--- src/rtl/m_axil_fsb_adapter.sv ---
// FSB-to-AXI-lite master bridge: one 80-bit request becomes one AXI-lite read or write, then one 80-bit response.
// Request-to-response is 3 cycles with a zero-wait slave; a single transaction is in flight and requests stall until idle.
`timescale 1ns/1ps
module m_axil_fsb_adapter #(
   parameter int WRITE_ACK     = 1,
   parameter int ERR_CNT_WIDTH = 16
) (
   input  logic                     clk_i,
   input  logic                     resetn_i,
   input  logic                     adpt_slave_v,
   input  logic [79:0]              adpt_slave_data,
   output logic                     adpt_slave_r,
   output logic                     adpt_master_v,
   output logic [79:0]              adpt_master_data,
   input  logic                     adpt_master_r,
   output logic [31:0]              m_axil_awaddr,
   output logic                     m_axil_awvalid,
   input  logic                     m_axil_awready,
   output logic [31:0]              m_axil_wdata,
   output logic [3:0]               m_axil_wstrb,
   output logic                     m_axil_wvalid,
   input  logic                     m_axil_wready,
   input  logic [1:0]               m_axil_bresp,
   input  logic                     m_axil_bvalid,
   output logic                     m_axil_bready,
   output logic [31:0]              m_axil_araddr,
   output logic                     m_axil_arvalid,
   input  logic                     m_axil_arready,
   input  logic [31:0]              m_axil_rdata,
   input  logic [1:0]               m_axil_rresp,
   input  logic                     m_axil_rvalid,
   output logic                     m_axil_rready,
   output logic [ERR_CNT_WIDTH-1:0] err_count_o
);
   typedef struct packed {
      logic [3:0]  op;
      logic [7:0]  tag;
      logic [3:0]  strb;
      logic [31:0] addr;
      logic [31:0] wdata;
   } req_t;

   typedef enum logic [2:0] {IDLE, WR, WR_RESP, RD_ADDR, RD_DATA, RESP} state_t;

   state_t                   state, state_nxt;
   req_t                     req_in;
   logic [7:0]               tag_q;
   logic [3:0]               strb_q;
   logic [31:0]              addr_q;
   logic [31:0]              wdata_q;
   logic [3:0]               rsp_op;
   logic [1:0]               rsp_resp;
   logic [31:0]              rsp_rdata;
   logic                     aw_done;
   logic                     w_done;
   logic                     slave_r;
   logic                     accept;
   logic                     err_inc;
   logic [ERR_CNT_WIDTH-1:0] err_count;

   assign req_in = req_t'(adpt_slave_data);
   assign accept = adpt_slave_v & slave_r;

   always_ff @(posedge clk_i) begin
      if (!resetn_i) state <= IDLE;
      else           state <= state_nxt;
   end

   always_comb begin
      state_nxt      = state;
      m_axil_awvalid = 1'b0;
      m_axil_wvalid  = 1'b0;
      m_axil_bready  = 1'b0;
      m_axil_arvalid = 1'b0;
      m_axil_rready  = 1'b0;
      adpt_master_v  = 1'b0;
      err_inc        = 1'b0;
      case (state)
         IDLE: begin
            if (accept) begin
               case (req_in.op)
                  4'h1:    state_nxt = WR;
                  4'h2:    state_nxt = RD_ADDR;
                  default: begin
                     state_nxt = RESP;
                     err_inc   = 1'b1;
                  end
               endcase
            end
         end
         WR: begin
            // aw and w retire independently; leave once both have handshaken
            m_axil_awvalid = ~aw_done;
            m_axil_wvalid  = ~w_done;
            if ((aw_done || m_axil_awready) && (w_done || m_axil_wready))
               state_nxt = WR_RESP;
         end
         WR_RESP: begin
            m_axil_bready = 1'b1;
            if (m_axil_bvalid) begin
               err_inc   = (m_axil_bresp != 2'b00);
               state_nxt = (WRITE_ACK == 0 && m_axil_bresp == 2'b00) ? IDLE : RESP;
            end
         end
         RD_ADDR: begin
            m_axil_arvalid = 1'b1;
            if (m_axil_arready) state_nxt = RD_DATA;
         end
         RD_DATA: begin
            m_axil_rready = 1'b1;
            if (m_axil_rvalid) begin
               err_inc   = (m_axil_rresp != 2'b00);
               state_nxt = RESP;
            end
         end
         RESP: begin
            adpt_master_v = 1'b1;
            if (adpt_master_r) state_nxt = IDLE;
         end
         default: state_nxt = IDLE;
      endcase
   end

   always_ff @(posedge clk_i) begin
      if (!resetn_i) begin
         tag_q     <= '0;
         strb_q    <= '0;
         addr_q    <= '0;
         wdata_q   <= '0;
         rsp_op    <= '0;
         rsp_resp  <= '0;
         rsp_rdata <= '0;
         aw_done   <= 1'b0;
         w_done    <= 1'b0;
         slave_r   <= 1'b0;
         err_count <= '0;
      end else begin
         slave_r <= (state_nxt == IDLE);
         if (accept) begin
            tag_q     <= req_in.tag;
            strb_q    <= req_in.strb;
            addr_q    <= req_in.addr;
            wdata_q   <= req_in.wdata;
            rsp_resp  <= 2'b00;
            rsp_rdata <= '0;
            aw_done   <= 1'b0;
            w_done    <= 1'b0;
            rsp_op    <= (req_in.op == 4'h1) ? 4'h9 : (req_in.op == 4'h2) ? 4'hA : 4'hF;
         end
         if (state == WR && m_axil_awready) aw_done <= 1'b1;
         if (state == WR && m_axil_wready)  w_done  <= 1'b1;
         if (state == WR_RESP && m_axil_bvalid) rsp_resp <= m_axil_bresp;
         if (state == RD_DATA && m_axil_rvalid) begin
            rsp_resp  <= m_axil_rresp;
            rsp_rdata <= m_axil_rdata;
         end
         if (err_inc && err_count != '1) err_count <= err_count + 1'b1;
      end
   end

   assign adpt_slave_r     = slave_r;
   assign adpt_master_data = {rsp_op, tag_q, rsp_resp, 2'b00, addr_q, rsp_rdata};
   assign m_axil_awaddr    = addr_q;
   assign m_axil_araddr    = addr_q;
   assign m_axil_wdata     = wdata_q;
   assign m_axil_wstrb     = strb_q;
   assign err_count_o      = err_count;
endmodule

--- config.mk ---
export PLATFORM = sky130hd
export DESIGN_NAME = m_axil_fsb_adapter
export DESIGN_NICKNAME = d
export VERILOG_FILES = /design/src/rtl/m_axil_fsb_adapter.sv
export SDC_FILE = /design/constraint.sdc
export NUM_CORES = 1
export LEC_CHECK = 0
export ABC_AREA = 1
export CAP_MARGIN = 20
export CORE_MARGIN = 8
export CORE_UTILIZATION = 42
export CTS_CLUSTER_SIZE = 28
export DETAILED_ROUTE_END_ITERATION = 8
export PLACE_DENSITY = 0.94
export SLEW_MARGIN = 20
export SYNTH_ARGS = -nofsm -noshare
export SYNTH_HDL_FRONTEND = slang
export SYNTH_SLANG_ARGS = --single-unit
--- constraint.sdc ---
create_clock -name clk_i -period 3.8 [get_ports clk_i]
set_input_delay 0.76 -clock clk_i [delete_from_list [all_inputs] [get_ports clk_i]]
set_output_delay 0.76 -clock clk_i [all_outputs]
set_load 0.02 [all_outputs]
# ---- Yosys cells after proc, flatten, opt, wreduce, memory -nomap -nowiden
# Cells that the tools add are included.
dict set report op_classes {
  bitwise_logic 3
  n_eq_ne 8
  muxes 29
  add_sub_neg 1
  reduce_logical 17
}
# cell count
set ops {}
lappend ops {{$mux W32} 2}
lappend ops {{$mux W3} 8}
lappend ops {{$pmux W3 S6} 1}
lappend ops {{$add A16 B1 Y16 const B} 1}
lappend ops {{$ne A16 B16 Y1 const B} 1}
lappend ops {{$mux W1} 13}
lappend ops {{$reduce_bool A2 Y1} 5}
lappend ops {{$eq A3 B2 Y1 const B} 2}
lappend ops {{$eq A3 B3 Y1 const B} 2}
lappend ops {{$logic_and A1 B1 Y1} 6}
lappend ops {{$logic_not A3 Y1} 2}
lappend ops {{$mux W2} 3}
lappend ops {{$pmux W3 S2} 1}
lappend ops {{$eq A4 B1 Y1 const B} 1}
lappend ops {{$eq A4 B2 Y1 const B} 1}
lappend ops {{$eq A3 B1 Y1 const B} 1}
lappend ops {{$pmux W1 S3} 1}
lappend ops {{$reduce_bool A3 Y1} 1}
lappend ops {{$logic_or A1 B1 Y1} 2}
lappend ops {{$not A1 Y1} 2}
lappend ops {{$reduce_or A2 Y1} 1}
lappend ops {{$and A1 B1 Y1} 1}
dict set report word_totals {
  elab_cells 70
  output_inout_bits 203
  in_bits 125
  regBits 136
}

# ---- Logic depth before layout (Yosys ltp)
dict set report logic_depth {
  ltp_word 6
  ltp_mapped 9
  ltp_nobuf 9
}

# ---- Worst setup path before layout
# No wires, ideal clock.
dict set report synth_timing {
  kind {register to output}
  startpoint {register state[1]}
  endpoint {output m_axil_awvalid}
  path_buffers 0
  t_required_ns 3.040
  arrival_time_ns 1.054
  path_stages_with_launch 4
  setup_slack_ns 1.986
  path_cell_list {dfxtp_1 -> nor3_1 -> inv_1 -> nor2_1}
}
dict set report synth_between {
  elab_chain_cells 2
}
# item line
set synth_rtl {}
lappend synth_rtl {{start: declaration} 45} ;# state_t state, state_nxt;
lappend synth_rtl {{start signal: assignment} 66} ;# else state <= state_nxt;
lappend synth_rtl {{$eq A3 B1 Y1} 78} ;# case (state)
lappend synth_rtl {{$mux W1} 78}
lappend synth_rtl {{end: declaration} 17} ;# output logic m_axil_awvalid,
# No other way between the ends.

# ---- Final worst setup path
dict set report layout_timing {
  startpoint {register state[1]}
  endpoint {output m_axil_wvalid}
}
dict set report layout_between {
  elab_chain_cells 2
}
# item line
set layout_rtl {}
lappend layout_rtl {{$eq A3 B1 Y1} 78}
lappend layout_rtl {{$mux W1} 78}
lappend layout_rtl {{end: declaration} 21} ;# output logic m_axil_wvalid,
# No other way between the ends.

==> summary.txt <==
Timing
  • TNS Setup: 0 ns
  • Min cycle time layout: 2.825 ns
  • Final hold vios: 0
  • Clk_skew: 0.008311 ns
  • Max Clock Freq: 354.0 MHz
  • Slew Limit Headroom: 0.4093
  • Crit share post-route: 0.7433
  • Slew Limit Fails: 0
  • Final setup viols: 0
  • RSZ-0062 raised after global routing: false
  • Worst slew pin tran: 0.8861 ns

Route
  • Vias: 6191
  • Residual DRC: 0
  • Routed Antenna Nets: 0
  • Routed WL: 21480 um
  • DR iter-0 viols: 438
  • Routed len/inst: 17.59 um
  • Vias per Instance: 5.070
  • DRT Pass-1 Iters: 7

Power
  • Lkg Pwr: 3.394 nW
  • Worst-case vdd ir drop: 0.2929 mV
  • Power Dens Cells: 588.1 mW/mm^2

Finish
  • # fillers: 1131
  • Layout cells sized above 1: 0.05764
  • Final net count: 1154
  • Register Area: 0.002723 sq mm
  • Post-Layout Cell Count: 1221
  • Area occupied by multi-input gates: 0.002394 sq mm
  • Final antenna diode count: 0
  • Syn-to-layout area delta: 57.71%

Floorplan
  • Initial core utilization: 0.4277
  • Row cnt: 43
  • I/O Pins: 328
  • Die area: 0.01807 sq mm
  • Core area: 0.01377 sq mm
  • Die Y: 134.4 um
  • Die W: 134.4 um

Synthesis
  • #FFs+latches synth: 136
  • Synthesis Warnings: 0
  • Cells after Synth: 790
  • Distinct cells, synth: 31
  • Synth Cell Area: 0.005891 sq mm
  • Seq/Total Area, Yosys: 0.4622
  • Synthesized area per cell: 7.457 sq um

Place
  • DP Wirelength: 16010 um
  • Placed Cells: 1189
  • GP Congestion: 0.8996
  • # port buffers: 325

Setup path
  • Setup crit end kind: output pin
  • Crit start category: flop
  • WP buf/inv: 2
  • Critical Path AT: 2.06 ns
  • Crit path cell chain: nor3_1, inv_1, nor2_1, clkdlybuf4s50_1
  • Max stage delay cell, worst path: clkdlybuf4s50_1
  • CP delay by family, top: buffers and inverters
  • Crit Path Class: flop to output pin
  • Required time worst endpoint: 3.04 ns
  • Crit path max fanout: 5
  • Crit-path max cell delay: 0.65 ns

Global route
  • Vias in the first global route: 6061
  • Global-route wire length before repair: 32490 um
  • Largest net degree at the start of global routing: 94
  • Overflow after GRT: 0
  • GR Util All Layers: 0.2262
  • Initial antenna violation count: 0

Clock network
  • CTS root buf: clkbuf_16
  • Post-CTS Setup Inserts: 0
  • Clk_lat worst skew: 0.41 ns
  • Hold Buf Count CTS: 0
  • Cts repair resizes: 0
  • Total CTS buffers: 17
  • Clock buffer depth: 2
  • # clock sinks: 136
  • H-tree Lvls: 4
  • CTS tree: yes
  • Reg clk slew, reported paths: 0.05 ns

Run
  • Max-capacitance violation count: 0

Hold path
  • Hold Path Class: flop to flop

Status
  • Status: finished, final reports clean
[cells in the mapped netlist]
| master | instances | area [sq um] |
|---|---|---|
| o21ai_1 | 1 | 5.000 |
| nand3b_1 | 1 | 7.510 |
| nor2_4 | 1 | 11.26 |
| nand3_1 | 93 | 465.5 |
| nor3_1 | 5 | 25.02 |
| nand4_1 | 7 | 43.79 |
| nor2_2 | 1 | 6.260 |
| inv_1 | 19 | 71.32 |
| dfxtp_1 | 136 | 2723 |
| nand4_4 | 1 | 21.27 |
| a21oi_2 | 10 | 87.58 |
| nand2_4 | 1 | 11.26 |
| o21ai_0 | 84 | 420.4 |
| buf_2 | 10 | 50.05 |
| buf_1 | 4 | 15.01 |
| ha_1 | 1 | 12.51 |
| xnor2_1 | 1 | 8.760 |
| clkbuf_1 | 33 | 123.9 |
| buf_6 | 1 | 11.26 |
| nand2_2 | 2 | 12.51 |
| a21oi_1 | 39 | 195.2 |
| conb_1 | 1 | 3.750 |
| xor2_1 | 5 | 43.79 |
| nor3b_1 | 1 | 7.510 |
| nor2_1 | 191 | 716.9 |
| nand2_1 | 66 | 247.7 |
| o22ai_1 | 1 | 6.260 |
| inv_2 | 5 | 18.77 |
| a31oi_1 | 2 | 12.51 |
| nor3_2 | 1 | 10.01 |
| buf_4 | 66 | 495.5 |
[kinds of logic (layout without fill, tap and decap cells)]
group | Yosys count | in the layout | synth area share
simple gates | 371 | 371 | 0.2693
buf+inv | 138 | 388 | 0.1334
compound gates | 137 | 137 | 0.1234
flops | 136 | 136 | 0.4622
xor+xnor | 6 | 6 | 0.008921
fa+ha+maj | 1 | 1 | 0.002124
other cells | 1 | 2 | 0.0006366
[final cells by class]
type | instances | area share
Clock inverter | 10 | 0.01104
Clock buffer | 22 | 0.04889
Inverter | 24 | 0.009832
Multi-Input combinational cell | 517 | 0.2576
Tap cell | 180 | 0.02424
Sequential cell | 136 | 0.2931
Timing Repair Buffer | 332 | 0.3553
[cell usage in the layout (no fill, tap or decap), drive strengths merged]
| cell | netlist | routed |
|---|---|---|
| clkdlybuf4s50 | 0 | 324 |
| nor2 | 193 | 193 |
| dfxtp | 136 | 136 |
| nand3 | 93 | 93 |
| o21ai | 85 | 85 |
| nand2 | 69 | 69 |
| a21oi | 49 | 49 |
| inv | 24 | 23 |
| clkbuf | 33 | 22 |
| clkinv | 0 | 8 |
| nand4 | 8 | 8 |
| buf | 81 | 8 |
| nor3 | 6 | 6 |
| xor2 | 5 | 5 |
| a31oi | 2 | 2 |
| conb | 1 | 2 |
| bufinv | 0 | 2 |
| o22ai | 1 | 1 |
| nand3b | 1 | 1 |
| xnor2 | 1 | 1 |
| nor3b | 1 | 1 |
| ha | 1 | 1 |
| clkinvlp | 0 | 1 |
[routing by layer]
metal / wire (um) / part of all wire / global-route usage / vias to the layer above
met5: 0 / 0 / 0 / -
met4: 679 / 0.032 / 0.1061 / 0
met3: 1821 / 0.085 / 0.06657 / 45
met2: 10910 / 0.51 / 0.3979 / 272
met1: 8064 / 0.38 / 0.2440 / 2879
li1: - / - / - / 2995
[flip-flops by register name, summed over array words and instances, names as in the netlist]
signal	cells
aw_done	1
rsp_op	4
rsp_rdata	32
state	3
tag_q	8
m_axil_wstrb	4
err_count_o	16
m_axil_wdata	32
w_done	1
adpt_slave_r	1
m_axil_araddr	32
rsp_resp	2
[where the power goes]
group | total, mW | internal, mW | switching [mW]
clock network | 1.56 | 0.974 | 0.591
logic | 2.05 | 0.905 | 1.14
registers | 1.85 | 1.66 | 0.191
[worst reg2reg max path: cells and delay by family, from the launching register on]
family,cells,cell delay [ns]
compound gates,1,0.09
buf+inv,3,0.75
simple gates,3,0.73
flops,1,0.40
[path summary, 6_finish.rpt]
kind	slack, ns	startpoint	cells past startpoint	to
worst max register to register	1.67	state[2]	7	rsp_rdata[1]
worst min register to register	0.47	rsp_op[3]	2	rsp_op[3]
worst min-delay path	0.47	rsp_op[3]	2	rsp_op[3]
worst max-delay path	0.98	state[1]	4	m_axil_wvalid
[through the flow]
stage	hold slack (ns)	power, mW	setup WS (ns)	utilization	area [sq um]
CTS	0.4737	5.509	0.9604	0.6744	9289
finish	0.4676	5.463	0.9754	0.6745	9290
global route	0.4938	5.724	0.8434	0.6745	9290
floorplan	0.4589	3.058	1.986	-	5894
detailed placement	0.4598	3.939	1.017	0.6340	8732
global placement	0.4481	3.887	1.101	0.6340	8732
(Power assumes the default switching activity.)
